===== src/rtl/fifo_rd_pack_pkg.sv =====
// Shared types and default constants for the FIFO read-side word packer.
// DSIZE normally comes from defines.svh; the fallback keeps a standalone build complete.

`ifndef DSIZE
`define DSIZE 8
`endif

package fifo_rd_pack_pkg;

    localparam int unsigned PACK_DEF    = 4;
    localparam int unsigned TIMEOUT_DEF = 16;

    // FILL collects words from the FIFO, OUT presents the packed beat
    typedef enum logic [0:0] {
        StFill = 1'b0,
        StOut  = 1'b1
    } state_e;

endpackage


===== src/rtl/fifo_rd_packer_if.sv =====
// Handshake bundle between the FIFO read port, the packer and the downstream consumer.
// master: the packer's view; slave: the environment's view.

interface fifo_rd_packer_if
    import fifo_rd_pack_pkg::*;
#(
    parameter int unsigned DSIZE = `DSIZE,
    parameter int unsigned PACK  = PACK_DEF
);

    localparam int unsigned CW = $clog2(PACK + 1);

    logic                    rempty;
    logic [DSIZE-1:0]        rdata;
    logic                    rinc;
    logic                    out_valid;
    logic                    out_ready;
    logic [DSIZE*PACK-1:0]   out_data;
    logic [CW-1:0]           out_cnt;

    modport master (
        input  rempty,
        input  rdata,
        input  out_ready,
        output rinc,
        output out_valid,
        output out_data,
        output out_cnt
    );

    modport slave (
        output rempty,
        output rdata,
        output out_ready,
        input  rinc,
        input  out_valid,
        input  out_data,
        input  out_cnt
    );

endinterface


===== src/rtl/fifo_rd_flush_timer.sv =====
// Idle counter for partial-beat flushing (used only when FIFO_RD_PACK_FLUSH_EN is defined).
// Counts while inc_i is high, clears on clr_i, and flags the cycle it would reach TIMEOUT.

module fifo_rd_flush_timer
    import fifo_rd_pack_pkg::*;
#(
    parameter int unsigned TIMEOUT = TIMEOUT_DEF
) (
    input  logic clk_i,
    input  logic rst_i,
    input  logic clr_i,
    input  logic inc_i,
    output logic expire_o
);

    localparam int unsigned TW = $clog2(TIMEOUT + 1);

    logic [TW-1:0] cnt_q, cnt_d;

    // Terminal count: this increment would bring the timer to TIMEOUT
    assign expire_o = inc_i && !clr_i && (cnt_q == TW'(TIMEOUT - 1));

    // Next count: clear wins, expiry restarts, otherwise count idle cycles
    always_comb begin
        cnt_d = cnt_q;
        if (clr_i || expire_o) begin
            cnt_d = '0;
        end else if (inc_i) begin
            cnt_d = cnt_q + 1'b1;
        end
    end

    // Counter register with synchronous reset
    always_ff @(posedge clk_i) begin
        if (rst_i) begin
            cnt_q <= '0;
        end else begin
            cnt_q <= cnt_d;
        end
    end

endmodule


===== src/rtl/fifo_rd_packer.sv =====
// Pops PACK words from a FIFO read port and presents them as one wide beat.
// Optional feature: define FIFO_RD_PACK_FLUSH_EN to emit partial beats after TIMEOUT idle cycles.

module fifo_rd_packer
    import fifo_rd_pack_pkg::*;
#(
    parameter int unsigned DSIZE   = `DSIZE,
    parameter int unsigned PACK    = PACK_DEF,
    parameter int unsigned TIMEOUT = TIMEOUT_DEF
) (
    input  logic              rclk,
    input  logic              rrst,
    fifo_rd_packer_if.master  bus
);

    localparam int unsigned WW = $clog2(PACK);
    localparam int unsigned CW = $clog2(PACK + 1);

    state_e                state_q, state_d;
    logic [WW-1:0]         wcnt_q, wcnt_d;
    logic [DSIZE*PACK-1:0] asm_q, asm_d;
    logic [CW-1:0]         cnt_q, cnt_d;
    logic                  pop;
    logic                  flush;

    assign pop = (state_q == StFill) && !bus.rempty && !rrst;

`ifdef FIFO_RD_PACK_FLUSH_EN
    logic timer_inc;
    logic timer_clr;

    assign timer_inc = (state_q == StFill) && (wcnt_q != '0) && bus.rempty;
    assign timer_clr = pop || (state_q != StFill) || (wcnt_q == '0);

    fifo_rd_flush_timer #(
        .TIMEOUT (TIMEOUT)
    ) u_flush_timer (
        .clk_i    (rclk),
        .rst_i    (rrst),
        .clr_i    (timer_clr),
        .inc_i    (timer_inc),
        .expire_o (flush)
    );
`else
    assign flush = 1'b0;
`endif

    // Next-state: gather words in FILL, hold the beat in OUT until accepted
    always_comb begin
        state_d = state_q;
        wcnt_d  = wcnt_q;
        asm_d   = asm_q;
        cnt_d   = cnt_q;
        unique case (state_q)
            StFill: begin
                if (pop) begin
                    asm_d[wcnt_q*DSIZE +: DSIZE] = bus.rdata;
                    if (wcnt_q == WW'(PACK - 1)) begin
                        state_d = StOut;
                        cnt_d   = CW'(PACK);
                        wcnt_d  = '0;
                    end else begin
                        wcnt_d = wcnt_q + 1'b1;
                    end
                end else if (flush) begin
                    // Unfilled slots are already zero, so the partial beat needs no masking
                    state_d = StOut;
                    cnt_d   = CW'(wcnt_q);
                    wcnt_d  = '0;
                end
            end
            StOut: begin
                if (bus.out_ready) begin
                    state_d = StFill;
                    asm_d   = '0;
                    cnt_d   = '0;
                end
            end
            default: state_d = StFill;
        endcase
    end

    // State and datapath registers with synchronous reset
    always_ff @(posedge rclk) begin
        if (rrst) begin
            state_q <= StFill;
            wcnt_q  <= '0;
            asm_q   <= '0;
            cnt_q   <= '0;
        end else begin
            state_q <= state_d;
            wcnt_q  <= wcnt_d;
            asm_q   <= asm_d;
            cnt_q   <= cnt_d;
        end
    end

    // out_data exposes the assembly register directly; it is only meaningful while out_valid
    assign bus.rinc      = pop;
    assign bus.out_valid = (state_q == StOut);
    assign bus.out_data  = asm_q;
    assign bus.out_cnt   = cnt_q;

endmodule


===== src/flat_wrapper.sv =====
// flat-port wrapper written by rule: the top's interface ports become plain ports
module fifo_rd_packer_flat import fifo_rd_pack_pkg::*;
#(
    parameter int unsigned DSIZE   = `DSIZE,
    parameter int unsigned PACK    = PACK_DEF,
    parameter int unsigned TIMEOUT = TIMEOUT_DEF
)
  (rclk, rrst, bus_rempty, bus_rdata, bus_out_ready, bus_rinc, bus_out_valid, bus_out_data, bus_out_cnt);
  fifo_rd_packer_if #(.DSIZE(DSIZE), .PACK(PACK)) bus_i ();
  input  logic rclk;
  input  logic rrst;
  input wire logic [$bits(bus_i.rempty)-1:0] bus_rempty;
  input wire logic [$bits(bus_i.rdata)-1:0] bus_rdata;
  input wire logic [$bits(bus_i.out_ready)-1:0] bus_out_ready;
  output wire logic [$bits(bus_i.rinc)-1:0] bus_rinc;
  output wire logic [$bits(bus_i.out_valid)-1:0] bus_out_valid;
  output wire logic [$bits(bus_i.out_data)-1:0] bus_out_data;
  output wire logic [$bits(bus_i.out_cnt)-1:0] bus_out_cnt;
  assign bus_i.rempty = bus_rempty;
  assign bus_i.rdata = bus_rdata;
  assign bus_i.out_ready = bus_out_ready;
  assign bus_rinc = bus_i.rinc;
  assign bus_out_valid = bus_i.out_valid;
  assign bus_out_data = bus_i.out_data;
  assign bus_out_cnt = bus_i.out_cnt;
  fifo_rd_packer #(.DSIZE(DSIZE), .PACK(PACK), .TIMEOUT(TIMEOUT)) u_core (.rclk(rclk), .rrst(rrst), .bus(bus_i));
endmodule

===== config.mk =====
export PLATFORM = sky130hd
export DESIGN_NAME = fifo_rd_packer_flat
export DESIGN_NICKNAME = d
export VERILOG_FILES = /design/src/rtl/fifo_rd_pack_pkg.sv /design/src/rtl/fifo_rd_packer_if.sv /design/src/rtl/fifo_rd_flush_timer.sv /design/src/rtl/fifo_rd_packer.sv /design/src/flat_wrapper.sv
export SDC_FILE = /design/constraint.sdc
export NUM_CORES = 1
export LEC_CHECK = 0
export BUFFER_PORTS_ARGS = -buffer_cell sky130_fd_sc_hd__clkbuf_2
export CELL_PAD_IN_SITES_DETAIL_PLACEMENT = 1
export CELL_PAD_IN_SITES_GLOBAL_PLACEMENT = 2
export CORE_MARGIN = 3
export CORE_UTILIZATION = 33
export CTS_CLUSTER_SIZE = 24
export DETAILED_ROUTE_END_ITERATION = 10
export GPL_TIMING_DRIVEN = 0
export PLACE_DENSITY_LB_ADDON = 0.15
export SYNTH_ARGS = -nofsm -noshare
export SYNTH_HDL_FRONTEND = slang
export SYNTH_SLANG_ARGS = --single-unit

===== constraint.sdc =====
create_clock -name rclk -period 3.2 [get_ports rclk]
set_clock_uncertainty 0.05 [all_clocks]
set_input_delay 0.16 -clock rclk [delete_from_list [all_inputs] [get_ports rclk]]
set_output_delay 0.16 -clock rclk [all_outputs]
set_load 0.02 [all_outputs]

==> results.py <==
metrics = {
    "sta": {
        "post-route-period-util_pct": 68.1,
        "timing.fmax_ghz": 0.459,
        "whs_ps": 122,
        "fin_crit_ps": 2180,
        "finalSetupViolCount": 0,
        "slew_viol_final": 0,
        "hold_viol": 0,
        "relSlewSlack_pct": 53.9,
        "tns_ps": 0,
        "worstMarginPinSlew_ps": 690,
        "rsz0062_at_grt": "false",
    },
    "critical_path": {
        "path_class": "register to register",
        "timing.rr.start": "u_core.wcnt_q[0]",
        "reg2reg_slack_ps": 1020,
        "end_kind": "register",
        "reg2regPathDepth": 5,
        "arrival_ps": 2340,
        "worstPathRequired_ps": 3360,
        "crit_start": "u_core.wcnt_q[0]",
        "r2r_end": "u_core.bus.out_data[0]",
        "startpoint_type": "register",
        "cp_max_fo": 8,
    },
    "min_path": {
        "min_path_type": "primary input to register",
        "hold_depth": 3,
        "min_from": "bus_out_ready",
        "min_to": "u_core.bus.out_valid",
    },
    "die": {
        "die_y_um": 79.1,
        "start_util_pct": 35.7,
        "ioPinCount": 49,
        "die-area_um2": 6260,
        "rows": 25,
        "dieWidth_um": 79.1,
        "core_area_um2": 4940,
    },
    "finish": {
        "drive_gt1_share_pct": 30.6,
        "final_net_count": 260,
        "final_area_um2": 2150,
        "syn_to_final_growth_pct": 21.8,
        "fillCellCount": 619,
        "antennaDiodeCount": 0,
        "final_util_pct": 43.5,
    },
    "drt": {
        "vias": 1640,
        "dr.pass1.iters": 4,
        "ant_nets": 0,
        "drcViolationCount": 0,
        "wirelength_um": 4980,
        "viasPerCell": 5.31,
        "drt_iter0_markers": 161,
        "wire_per_inst_um": 16.1,
    },
    "synthesis": {
        "synthAdderAreaFrac_pct": 4.26,
        "synth-seq-cells": 36,
        "avgSynthCellArea_um2": 9.29,
        "synthSimpleGateAreaFrac_pct": 20.6,
        "synthMuxAreaShare_pct": 1.13,
        "synth_top_area_share_pct": 40.9,
        "syn_area_um2": 1760,
        "synth_compound_area_share_pct": 25.5,
        "synth_top_family_by_area": "compound AO/OA/AOI/OAI gates",
        "synth.area.top_cells": "dfxtp_1 (41%), o2111ai_1 (12%), nand2_1 (6.0%), nor4b_4 (5.4%), ha_1 (4.3%)",
        "ys_types": 33,
        "synth_xor_area_share_pct": 0,
        "synth_warnings": 0,
        "syn_inst": 190,
        "seq_area_frac_synth_pct": 40.9,
        "yosysTopAreaCell": "dfxtp_1",
    },
    "global_route": {
        "grt_first_pass_wirelength_um": 8520,
        "track_usage_pct": 17.3,
        "antenna_found_initial": 0,
        "grt_pass1_vias": 1728,
        "overflow": 0,
        "grt_max_degree": 11,
    },
    "clock_tree": {
        "cts_sinks": 36,
        "clockRootBuffer": "clkbuf_8",
        "clk_pin_slew_worst_paths_ps": 70,
        "postCtsSetupRepairBufs": 0,
        "clk_latency_ps": 290,
        "cts_hold_buf": 0,
        "cts_max_level": 2,
        "cts_tree": "yes",
        "cts-resized-gates": 0,
        "clock_tree.buffer_depth": 2,
        "numCtsBuffers": 5,
    },
    "power_and_ir_drop": {
        "p_per_area_nw_per_um2": 412,
        "p_leak_uw": 0.000834,
        "comb_power_share_pct": 13.2,
        "p_int_uw": 644,
        "switching_share_pct": 27.2,
        "irDropWorstVdd_mv": 0.157,
        "switchingPower_uw": 241,
        "seqPwrFrac_pct": 52.4,
        "fin_total_pwr_uw": 885,
        "clockPowerShare_pct": 34.4,
    },
    "place": {
        "dp_hpwl_um": 3910,
        "port_buffers": 44,
        "place_congestion": 0.838,
        "placed_area_um2": 2070,
    },
    "run_status": {
        "status": "finished clean",
    },
    "flow_run": {
        "max_cap_viol_count": 0,
    },
}
## metrics by stage
stage | instances | worst slack (ps)
floorplan | 191 | 1430
global placement | 302 | 1160
detailed placement | 302 | 1060
CTS | 309 | 1030
global route | 309 | 797
finish | 309 | 1020
## metal layers
metal | part of all wire, % | global-route usage, % | wire (um)
met5 | 0 | 0 | 0
met4 | 1.7 | 6.01 | 87
met3 | 5.2 | 4.54 | 259
met2 | 47 | 27.7 | 2350
met1 | 46 | 22.3 | 2280
## cell usage after synthesis
cell,number
clkinv_1,1
or2_2,1
o21ai_1,5
o31ai_1,1
clkbuf_1,6
nor4b_2,1
o211ai_1,7
nor4b_4,4
nor2_1,4
ha_1,6
a21oi_1,10
or2_1,2
buf_1,1
nor3_1,1
o21ai_2,4
nor3b_4,1
nor2b_1,1
mux2i_1,2
o2111ai_1,24
buf_4,4
and2_1,2
buf_6,3
nand3_1,8
conb_1,1
or4b_1,1
o21ai_0,14
buf_2,6
nand2b_1,1
inv_1,2
nand2_1,28
and3b_1,1
nand4_1,1
dfxtp_1,36
## cell type report
class / instances / area (um2) / share of cell area [%]
Clock buffer: 6 / 72.6 / 3.38
Sequential cell: 36 / 721 / 33.5
Timing Repair Buffer: 44 / 220 / 10.2
Clock inverter: 1 / 5.00 / 0.233
Multi-Input combinational cell: 132 / 916 / 42.6
Buffer: 20 / 120 / 5.59
Tap cell: 67 / 83.8 / 3.90
Inverter: 3 / 11.3 / 0.524
## power groups by stage
stage               clock network, uW  logic (uW)  registers, uW
floorplan                           0        71.3            482
global placement                    0         112            474
detailed placement                  0         117            475
CTS                               316         117            464
global route                      336         129            466
finish                            304         117            464
## worst max-delay path by stage
stage	endpoint	cells after the start
after floorplan	u_core.bus.out_data[5]	5
after global placement	u_core.bus.out_data[5]	5
after detailed placement	u_core.bus.out_data[0]	5
after CTS	u_core.bus.out_data[0]	5
after global routing	u_core.bus.out_data[5]	5
final	u_core.bus.out_data[0]	5
## flip-flops by register name, summed over array words and instances (netlist names)
| register | cells |
|---|---|
| u_core.bus.out_cnt | 1 |
| u_core.bus.out_valid | 1 |
| u_core.bus.out_data | 32 |
| u_core.wcnt_q | 2 |
## worst max-delay path, cell delays in order (launching register included)
cell	delay [ps]
dfxtp_1	490
inv_1	160
ha_1	390
nor4b_2	650
o211ai_1	230
o21ai_0	130
## placed cells by master (no fill, tap or decap), types with 2 or more instances in the layout
cell type / instances
conb_1: 2
inv_1: 2
nor4b_4: 4
buf_6: 3
a21oi_1: 10
o211ai_1: 7
dfxtp_1: 36
o2111ai_1: 24
o21ai_1: 5
nand2_1: 28
and2_1: 2
clkbuf_8: 5
nor2_1: 4
or2_1: 2
clkbuf_2: 44
o21ai_2: 4
buf_2: 6
nand3_1: 8
mux2i_1: 2
buf_4: 4
o21ai_0: 14
ha_1: 6
clkbuf_1: 7
## logic make-up (layout without fill, tap and decap cells)
| family | count (synthesis) | in the layout |
|---|---|---|
| compound gates | 65 | 65 |
| fa+ha+maj | 6 | 6 |
| other cells | 1 | 2 |
| flops | 36 | 36 |
| mux | 2 | 2 |
| simple gates | 57 | 57 |
| buf+inv | 23 | 74 |
Note: power is estimated with default switching activity, not from simulation.
